**src/rtl/calc_pkg.sv**
```systemverilog
// Shared types and constants for the OUT-port serial transmitter.
package calc_pkg;

    localparam int WORD_W = 16;
    localparam int BYTE_W = 8;

    localparam logic LINE_IDLE = 1'b1;

    typedef enum logic [1:0] {
        TX_IDLE  = 2'd0,
        TX_START = 2'd1,
        TX_DATA  = 2'd2,
        TX_STOP  = 2'd3
    } tx_state_e;

endpackage

```
**src/rtl/calc_out_tx_if.sv**
```systemverilog
// Core-to-transmitter OUT handshake: value plus valid/ready.
interface calc_out_tx_if;
    import calc_pkg::*;

    logic              out_valid;
    logic [WORD_W-1:0] out_data;
    logic              out_ready;

    modport master (output out_valid, output out_data, input out_ready);
    modport slave  (input out_valid, input out_data, output out_ready);

endinterface

```
**src/rtl/calc_out_fifo.sv**
```systemverilog
// Synchronous word FIFO with combinational head; pointers wrap modulo DEPTH.
module calc_out_fifo #(
    parameter int DEPTH = 4,
    parameter int WIDTH = 16
) (
    input  logic                   clk,
    input  logic                   rst_n,
    input  logic                   push,
    input  logic                   pop,
    input  logic [WIDTH-1:0]       wdata,
    output logic [WIDTH-1:0]       rdata,
    output logic [$clog2(DEPTH):0] count,
    output logic                   full,
    output logic                   empty
);

    localparam int AW = $clog2(DEPTH);

    logic [WIDTH-1:0] mem_q [DEPTH];
    logic [WIDTH-1:0] mem_d [DEPTH];
    logic [AW-1:0]    wptr_q, wptr_d;
    logic [AW-1:0]    rptr_q, rptr_d;
    logic [AW:0]      count_q, count_d;
    logic             do_push, do_pop;

    assign full    = (count_q == (AW+1)'(DEPTH));
    assign empty   = (count_q == '0);
    // Full is judged on the registered count, so a same-cycle pop never frees a slot.
    assign do_push = push && !full;
    assign do_pop  = pop && !empty;
    assign rdata   = mem_q[rptr_q];
    assign count   = count_q;

    always_comb begin
        mem_d   = mem_q;
        wptr_d  = wptr_q;
        rptr_d  = rptr_q;
        count_d = count_q;
        if (do_push) begin
            mem_d[wptr_q] = wdata;
            wptr_d        = wptr_q + 1'b1;
        end
        if (do_pop) begin
            rptr_d = rptr_q + 1'b1;
        end
        case ({do_push, do_pop})
            2'b10:   count_d = count_q + 1'b1;
            2'b01:   count_d = count_q - 1'b1;
            default: count_d = count_q;
        endcase
    end

    always_ff @(posedge clk) begin
        mem_q <= mem_d;
    end

    always_ff @(posedge clk or negedge rst_n) begin
        if (!rst_n) begin
            wptr_q  <= '0;
            rptr_q  <= '0;
            count_q <= '0;
        end else begin
            wptr_q  <= wptr_d;
            rptr_q  <= rptr_d;
            count_q <= count_d;
        end
    end

endmodule

```
**src/rtl/calc_out_tx.sv**
```systemverilog
// OUT-port transmitter: buffers 16-bit words and sends each as two 8N1 frames, high byte first.
module calc_out_tx
    import calc_pkg::*;
#(
    parameter int CLKS_PER_BIT = 434,
    parameter int DEPTH        = 4
) (
    input  logic                   clk,
    input  logic                   rst_n,
    calc_out_tx_if.slave           out_if,
    output logic                   txd,
    output logic                   busy,
    output logic [$clog2(DEPTH):0] count
);

    localparam logic [15:0] BAUD_LAST = 16'(CLKS_PER_BIT - 1);

    tx_state_e         state_q, state_d;
    logic [15:0]       baud_q, baud_d;
    logic [2:0]        bit_q, bit_d;
    logic              hi_q, hi_d;
    logic [WORD_W-1:0] word_q, word_d;
    logic              txd_q, txd_d;
    logic              busy_q, busy_d;

    logic              pop;
    logic [WORD_W-1:0] head;
    logic              fifo_full, fifo_empty;
    logic [BYTE_W-1:0] cur_byte;
    logic              baud_last;

    calc_out_fifo #(
        .DEPTH (DEPTH),
        .WIDTH (WORD_W)
    ) u_fifo (
        .clk   (clk),
        .rst_n (rst_n),
        .push  (out_if.out_valid),
        .pop   (pop),
        .wdata (out_if.out_data),
        .rdata (head),
        .count (count),
        .full  (fifo_full),
        .empty (fifo_empty)
    );

    assign out_if.out_ready = !fifo_full;
    assign cur_byte  = hi_q ? word_q[WORD_W-1:BYTE_W] : word_q[BYTE_W-1:0];
    assign baud_last = (baud_q == BAUD_LAST);

    always_comb begin
        state_d = state_q;
        baud_d  = baud_q;
        bit_d   = bit_q;
        hi_d    = hi_q;
        word_d  = word_q;
        pop     = 1'b0;
        case (state_q)
            TX_IDLE: begin
                baud_d = '0;
                if (!fifo_empty) begin
                    pop     = 1'b1;
                    word_d  = head;
                    hi_d    = 1'b1;
                    state_d = TX_START;
                end
            end
            TX_START: begin
                if (baud_last) begin
                    baud_d  = '0;
                    bit_d   = '0;
                    state_d = TX_DATA;
                end else begin
                    baud_d = baud_q + 1'b1;
                end
            end
            TX_DATA: begin
                if (baud_last) begin
                    baud_d = '0;
                    if (bit_q == 3'd7) begin
                        state_d = TX_STOP;
                    end else begin
                        bit_d = bit_q + 1'b1;
                    end
                end else begin
                    baud_d = baud_q + 1'b1;
                end
            end
            TX_STOP: begin
                if (baud_last) begin
                    baud_d = '0;
                    if (hi_q) begin
                        hi_d    = 1'b0;
                        state_d = TX_START;
                    end else begin
                        state_d = TX_IDLE;
                    end
                end else begin
                    baud_d = baud_q + 1'b1;
                end
            end
            default: state_d = TX_IDLE;
        endcase
    end

    // Line level follows the state one cycle later, keeping txd a clean flop output.
    always_comb begin
        txd_d = LINE_IDLE;
        case (state_q)
            TX_START: txd_d = 1'b0;
            TX_DATA:  txd_d = cur_byte[bit_q];
            default:  txd_d = LINE_IDLE;
        endcase
        busy_d = (state_q != TX_IDLE) || !fifo_empty;
    end

    always_ff @(posedge clk or negedge rst_n) begin
        if (!rst_n) begin
            state_q <= TX_IDLE;
            baud_q  <= '0;
            bit_q   <= '0;
            hi_q    <= 1'b1;
            word_q  <= '0;
            txd_q   <= LINE_IDLE;
            busy_q  <= 1'b0;
        end else begin
            state_q <= state_d;
            baud_q  <= baud_d;
            bit_q   <= bit_d;
            hi_q    <= hi_d;
            word_q  <= word_d;
            txd_q   <= txd_d;
            busy_q  <= busy_d;
        end
    end

    assign txd  = txd_q;
    assign busy = busy_q;

endmodule

```
**src/flat_wrapper.sv**
```systemverilog
// flat-port wrapper written by rule: the top's interface ports become plain ports
module calc_out_tx_flat import calc_pkg::*;
#(
    parameter int CLKS_PER_BIT = 434,
    parameter int DEPTH        = 4
)
  (clk, rst_n, txd, busy, count, out_if_out_valid, out_if_out_data, out_if_out_ready);
  calc_out_tx_if out_if_i ();
  input  logic clk;
  input  logic rst_n;
  output logic txd;
  output logic busy;
  output logic [$clog2(DEPTH):0] count;
  input wire logic [$bits(out_if_i.out_valid)-1:0] out_if_out_valid;
  input wire logic [$bits(out_if_i.out_data)-1:0] out_if_out_data;
  output wire logic [$bits(out_if_i.out_ready)-1:0] out_if_out_ready;
  assign out_if_i.out_valid = out_if_out_valid;
  assign out_if_i.out_data = out_if_out_data;
  assign out_if_out_ready = out_if_i.out_ready;
  calc_out_tx #(.CLKS_PER_BIT(CLKS_PER_BIT), .DEPTH(DEPTH)) u_core (.clk(clk), .rst_n(rst_n), .out_if(out_if_i), .txd(txd), .busy(busy), .count(count));
endmodule
```
**config.mk**
```make
export PLATFORM = sky130hd
export DESIGN_NAME = calc_out_tx_flat
export DESIGN_NICKNAME = d
export VERILOG_FILES = /design/src/rtl/calc_pkg.sv /design/src/rtl/calc_out_tx_if.sv /design/src/rtl/calc_out_fifo.sv /design/src/rtl/calc_out_tx.sv /design/src/flat_wrapper.sv
export SDC_FILE = /design/constraint.sdc
export NUM_CORES = 1
export LEC_CHECK = 0
export CAP_MARGIN = 20
export CORE_UTILIZATION = 50
export CTS_CLUSTER_DIAMETER = 150
export DETAILED_ROUTE_END_ITERATION = 10
export GPL_TIMING_DRIVEN = 0
export PLACE_DENSITY = 0.74
export SKIP_CTS_REPAIR_TIMING = 1
export SYNTH_ARGS = -nofsm -noshare
export SYNTH_HDL_FRONTEND = slang
export SYNTH_HIERARCHICAL = 1
export SYNTH_SLANG_ARGS = --single-unit
```
**constraint.sdc**
```tcl
create_clock -name clk -period 3.6 [get_ports clk]
set_input_delay 0.36 -clock clk [delete_from_list [all_inputs] [get_ports clk]]
set_output_delay 0.36 -clock clk [all_outputs]
set_load 0.005 [all_outputs]
```
# Word-level counts from Yosys, hierarchy flattened
# Index checks and enable logic that the tools add are counted.
# totals
input_bits,19
word_cells,87
output_inout_bits,6
ff_bits,111
# classes
n_reduce_logical,17
n_mux,29
eq_ne,14
order_cmp,4
n_addsub,6
bitwise,3
# op_table
operator,n
$bwmux W64,1
$mux W16,4
$bmux W16 S2,1
$demux W16 S2,1
$pmux W16 S2,1
$add A16 B1 Y16 const B,1
$eq A16 B9 Y1 const B,1
$pmux W3 S2,2
$mux W2,5
$mux W3,3
$mux W8,1
$ne A2 B1 Y1 const B,4
$pmux W2 S4,1
$reduce_bool A2 Y1,4
$add A3 B1 Y3 const B,2
$eq A2 B2 Y1 const B,3
$eq A3 B3 Y1 const B,2
$ge A3 B3 Y1 const B,2
$mux W1,6
$not A2 Y3,2
$reduce_and A5 Y1,1
$add A2 B1 Y2 const B,2
$eq A2 B1 Y1 const B,2
$lt A3 B4 Y1 const B,1
15 further kinds,20

# Logic depth before layout (Yosys ltp)
# logic_depth
word_depth,6
depth_mapped,12
ltp_nobuf,10

# Modules after synthesis
# The synthesis kept the hierarchy.
# modules_own_cells
mod,area_each_um2,seq_area_each_um2,n_inst,cells_per_inst
calc_out_fifo,2775.2,2097.0,1,121
calc_out_tx,1966.9,1003.5,1,163

# Worst setup path before layout
# Ideal clock, no wire load.
# synth_path
kind,reg-to-reg
startpoint,register u_core.state_q[0]
endpoint,"register u_core.u_fifo.count_q[2], in the netlist u_core/u_fifo/count[2]"
synth_period_minus_slack_ns,2.606
slack_ns,0.994
setup_time_ns,0.079
t_arrival_ns,2.527
path_stages_with_launch,13
cell_sequence,dfrtp_1 -> inv_1 -> ha_1 -> nor2b_1 -> clkbuf_1 -> buf_2 -> o31a_1 -> ha_1 -> inv_1 -> fa_1 -> xor2_1 -> nor2_1 -> xor2_1
# synth_via
elab_chain_len,5
# synth_lines
item,line_no,source
start: declaration,calc_out_tx.sv:18,"tx_state_e state_q, state_d;"
start signal: assignment,calc_out_tx.sv:127,state_q <= state_d;
$logic_not A2 Y1 *,calc_out_tx.sv:58,case (state_q)
$mux W1 *,calc_out_tx.sv:58,
via u_core.pop,calc_out_tx.sv:26,logic pop;
$logic_and A1 B1 Y1 *,calc_out_fifo.sv:30,assign do_pop = pop && !empty;
via u_core.u_fifo.do_pop,calc_out_fifo.sv:24,"logic do_push, do_pop;"
$eq A2 B1 Y1 / $eq A2 B2 Y1 (equally long branches),calc_out_fifo.sv:46,"case ({do_push, do_pop})"
$pmux W3 S2 / $reduce_bool A2 Y1 (equally long branches),--,
end signal: assignment,calc_out_fifo.sv:65,count_q <= count_d;
end: declaration,calc_out_fifo.sv:23,"logic [AW:0] count_q, count_d;"
# Mark *: on every way through the listed nets, which the timed path passes. The rest lies on a longest branch.
# A chain may end at the register's enable or synchronous reset.

# Final worst setup path
# layout_path
startpoint,register u_core.state_q[1]
endpoint,"register u_core.u_fifo.count_q[2], in the netlist u_core/u_fifo/count[2]"
# Same word-level chain as after synthesis.

==> metrics.cfg <==
[status]
outcome=finished, final reports clean

[clocking]
clk_latency_ns=0.37
cts_sinks=111
path_clk_slew_ns=0.10
cts_tree=built
cts_buffers=9
clk_path_buf_depth=2
cts-htree-levels=3
clockRootBuffer=clkbuf_8

[floorplanning]
initial_core_util_pct=51.56
die-height_um=99.39
die-area_mm2=0.009877
io-pin-count=25
die_w_um=99.39
coreArea_mm2=0.009196
floorplan.rows=35

[synth]
syn_avg_cell_area_um2=16.70
synth_area_mm2=0.004742
synth-main-ff-cell=edfxtp_1
synthCells=284
syn-num-nets=318
yosysWarnings=6
synth-seq-cells=111
yosys.cell_types.count=39
synth_top_cells_by_area=edfxtp_1, dfrtp_1, mux4_1
yosysMostFrequentCell=edfxtp_1
synth_edf_count=64
synthTopCellsByCount=edfxtp_1, dfrtp_1, nor2_1
synth_top_area_share_pct=40.53
ys_async_sr_fraction_pct=42.34
ys_seq_area_share_pct=65.38
synth_area_leader_cell=edfxtp_1

[finish]
final_nets=355
fillCellCount=709
diodes=0
regArea_mm2=0.003100
final_core_util_pct=57.89
area_growth_pct=12.27
multi_input_area_mm2=0.001526
drive_above_1_share_pct=17.79

[placement]
gp_congestion=0.7662
io_buffers=24
hpwlAfterDp_um=4885

[critical_path]
crit_fanout=10
cp-start-kind=flop
path_cells=inv_1 -> ha_1 -> nor2b_1 -> clkbuf_1 -> buf_2 -> o31a_1 -> ha_1 -> inv_1 -> fa_1 -> xor2_1 -> nor2_1 -> xor2_1
worstSetupPathType=reg2reg
crit_family=buffers and inverters
arrival_ns=3.40
worstPathRequired_ns=3.90
critPathBufInv=4
cp-end-kind=flop
reg2reg_to=u_core/u_fifo/count[2]$_DFFE_PN0P_
rrSetupSlack_ns=0.49
cp_slowest_cell=clkbuf_1
max_stage_delay_ns=0.46
r2r_start=u_core/state_q[1]$_DFFE_PN0P_
r2r_cells=12

[global_routing]
grt_usage_pct=17.24
grt_pass1_vias=2519
grt_max_degree=27
overflow=0
antenna_found_initial=0
grt_pass1_wl_um=12570

[timing]
finalHoldViolations=0
fin_skew_ns=0.01406
worst_pin_slew_ns=0.9465
rsz0062_at_grt=no
setup_viol=0
setup_tns_ns=0
post-route-min-period_ns=3.107
slew_headroom_pct=36.90
slew_violations=0
fmax_mhz=321.9
post-route-period-util_pct=86.30

[routing]
drt_wl_total_um=7337
vias_per_cell=5.426
vias=2371
drtAntennaViolNets=0
avgRoutedWirePerCell_um=16.79
first_iter_violations=87
firstDrtPassIters=4
drcViolationCount=0

[job]
maxCapViolCount=0

[pwr]
switching_share_pct=30.38
pwr-share-clk_pct=17.9
p_total_w=0.003741
power_density_mw_per_mm2=702.7
leakagePower_nw=2.040
power.internal_w=0.002604
p_switching_w=0.001137
p_comb_share_pct=32.4
ir_drop_mv=0.4391
power_frac_seq_pct=49.7

[worst_hold_path]
hold_class=in2async

## routing by layer
layer	vias to the layer above	wire length (µm)	global-route usage [%]
li1	1133	-	-
met1	1203	3241	21.63
met2	27	3777	28.79
met3	8	242	5.481
met4	0	75	5.317
met5	-	0	0
## layout by cell type (no fill, tap or decap), types with 2 or more instances in the layout
master           Yosys  final
and3_1               2      2
ha_1                14     14
o21ai_0              5      5
dfstp_2              2      2
inv_6                0      2
xor2_1              12     12
nand3_1              5      5
mux2_2              19     19
inv_1               12     12
clkbuf_8             0      9
clkdlybuf4s50_1      0     23
a22oi_1              2      2
nor3_1               4      4
and4_1               2      2
nand4_1              3      3
xnor2_1              8      8
clkbuf_1             2      3
nand2_1             10     10
buf_12               1      2
buf_2                4      5
nor2_1              23     23
edfxtp_1            64     64
dfrtp_1             45     45
mux4_1              12     12
o21bai_1             2      2
and2_1               5      5
a21oi_1              2      2
mux4_2               9      9
buf_6                2      2
## stage by stage
stage	worst slack, ns	hold slack, ns	instances	cell area (µm²)
finish	0.4933	0.4870	437	5324
global route	0.2076	0.5268	437	5324
CTS	0.4934	-0.05454	436	5314
detailed placement	0.5176	0.3617	420	5136
global placement	0.5892	0.4844	419	5121
floorplan	0.9939	0.06441	284	4742
## cell families after synthesis
logic type               count (synthesis)  share of synthesized area (%)
flip-flops                             111                          65.38
AO/OA/AOI/OAI                           15                          2.137
multiplexers                            41                          15.65
adder cells (fa/ha/maj)                 15                          4.116
AND/OR/NAND/NOR                         61                          6.597
XOR/XNOR                                20                          3.694
buffers and inverters                   21                          2.427
## power groups by stage
stage,Sequential [W],Clock (W),Combinational (W)
after floorplan,0.00184,0,0.000909
after global placement,0.00187,0,0.00119
after detailed placement,0.00189,0,0.00123
after CTS,0.00186,0.000704,0.00123
after global routing,0.00190,0.000743,0.00135
final,0.00186,0.000670,0.00121
## final cells by class
class                      count  area share, %
sequential                   111          58.24
multi-input combinational    152          28.67
timing repair buffer          26          4.982
tap                          111          2.609
clock buffer                  10          2.397
buffer                         9          1.316
clock inverter                 6         0.9401
inverter                      12         0.8461
## how the worst max path moves through the flow
stage | from | end | slack, ns | depth (start not counted)
floorplan | u_core/state_q[0]$_DFFE_PN0P_ | u_core/u_fifo/count[2]$_DFFE_PN0P_ | 0.99 | 12
global placement | u_core/state_q[0]$_DFFE_PN0P_ | u_core/u_fifo/count[2]$_DFFE_PN0P_ | 0.59 | 12
detailed placement | u_core/state_q[0]$_DFFE_PN0P_ | u_core/u_fifo/count[2]$_DFFE_PN0P_ | 0.52 | 12
CTS | u_core/state_q[0]$_DFFE_PN0P_ | u_core/u_fifo/count[2]$_DFFE_PN0P_ | 0.49 | 12
global route | u_core/state_q[0]$_DFFE_PN0P_ | u_core/u_fifo/count[2]$_DFFE_PN0P_ | 0.21 | 12
finish | u_core/state_q[1]$_DFFE_PN0P_ | u_core/u_fifo/count[2]$_DFFE_PN0P_ | 0.49 | 12
## sequential cells by signal (all words and copies together) (netlist names)
signal,flops
u_core/baud_q,16
u_core/bit_q,3
u_core/word_q,16
u_core/u_fifo/mem_q,64
u_core/u_fifo/rptr_q,2
u_core/txd,1
u_core/state_q,2
u_core/hi_q,1
u_core/u_fifo/count,3
u_core/u_fifo/wptr_q,2
u_core/busy,1
(Power assumes the default switching activity.)
==> edit, RTL diff (config.mk and constraints unchanged) <==
`DEPTH` is set to 4 in 3 places; all go to 8.
--- a/src/rtl/calc_out_fifo.sv
+++ b/src/rtl/calc_out_fifo.sv
@@ -2,3 +2,3 @@
 module calc_out_fifo #(
-    parameter int DEPTH = 4,
+    parameter int DEPTH = 8,
     parameter int WIDTH = 16
--- a/src/rtl/calc_out_tx.sv
+++ b/src/rtl/calc_out_tx.sv
@@ -5,3 +5,3 @@
     parameter int CLKS_PER_BIT = 434,
-    parameter int DEPTH        = 4
+    parameter int DEPTH        = 8
 ) (
--- a/src/flat_wrapper.sv
+++ b/src/flat_wrapper.sv
@@ -4,3 +4,3 @@
     parameter int CLKS_PER_BIT = 434,
-    parameter int DEPTH        = 4
+    parameter int DEPTH        = 8
 )
Ports: changed (resized count); port bits go from 25 to 26. The function was not compared with the original's and may differ.
==> edit against the unedited design <==
Worst setup slack worse by 0.32 ns. Synthesized area up 59%. Fmax down 9.2%. Sequential cell count up 67. Core utilization up 2.4 points. Wire length up 88%. Cell area up 65%. Via count up 62%. Clock skew down 0.0063 ns. Combinational power down 52%. Die area up 57%. Power up 36%.
==> edit: results <==
export IMPL_slowest_delay_ns=0.65
export IMPL_fillerInstances=1022
export IMPL_fin_nets=504
export IMPL_viasPerCell=5.768
export IMPL_arrival_ns=3.72
export IMPL_path_delay_family="simple AND/OR/NAND/NOR gates"
export IMPL_critical_path_endpoint="u_core/u_fifo/count[3]"
export IMPL_outcome="finished clean"
export IMPL_reg2reg_depth=11
export IMPL_slowest_stage="or4b_2"
export IMPL_p_int_mw=3.848
export IMPL_m1WireLength_um=5913
export IMPL_clk_pin_slew_ns=0.07
export IMPL_post_drt_wl_per_cell_um=20.68
export IMPL_dr_first_iter_drc_count=264
export IMPL_syn_num_nets=450
export IMPL_place_port_buffers=25
export IMPL_place_inst=634
export IMPL_wl_met3_um=383
export IMPL_yosys_top_cells_area="edfxtp_1 (51%), dfrtp_1 (16%), mux4_1 (10%), mux2_2 (5.4%), mux4_2 (2.4%)"
export IMPL_ir_worst_vdd_v=0.0004627
export IMPL_grt_util_all_layers_pct=19.22
export IMPL_finalHoldWorstSlack_ns=0.3516
export IMPL_yosysSeqAreaShare_pct=67.75
export IMPL_synth_edf_count=128
export IMPL_use_met2_pct=32.08
export IMPL_relSlewSlack_pct=45.60
export IMPL_timing_fmax_ghz=0.2923
export IMPL_clockRootBuffer="clkbuf_16"
export IMPL_reg2reg_slack_ns=0.18
export IMPL_grt_pass1_vias=4001
export IMPL_synthArstFlopShare_pct=28.09
export IMPL_power_leakage_nw=3.209
export IMPL_htreeDepth=4
==> edit: area by class of cell <==
type	instances	area share (%)
buffer	16	1.224
clock buffer	17	4.837
clock inverter	15	2.162
inverter	12	0.5122
multi-input combinational	210	26.28
sequential	178	57.96
tap	184	2.618
timing repair buffer	35	4.410
==> edit: cells by family after synthesis <==
family / synth area share [%]
and+or+nand+nor: 5.388
DFF: 67.75
buffers and inverters: 1.979
AOI/OAI and AO/OA: 1.913
adders and majority gates: 2.594
muxes: 18.04
xor gates and xnor gates: 2.328
==> edit: power by group through the flow <==
stage / Combinational (mW) / Sequential [mW] / Clock, mW
6_report: 0.586 / 2.59 / 1.91
5_1_grt: 0.638 / 2.61 / 2.03
4_1_cts: 0.594 / 2.58 / 1.94
3_5_place_dp: 0.589 / 2.62 / 0
3_3_place_gp: 0.500 / 2.61 / 0
2_1_floorplan: 0.303 / 2.59 / 0
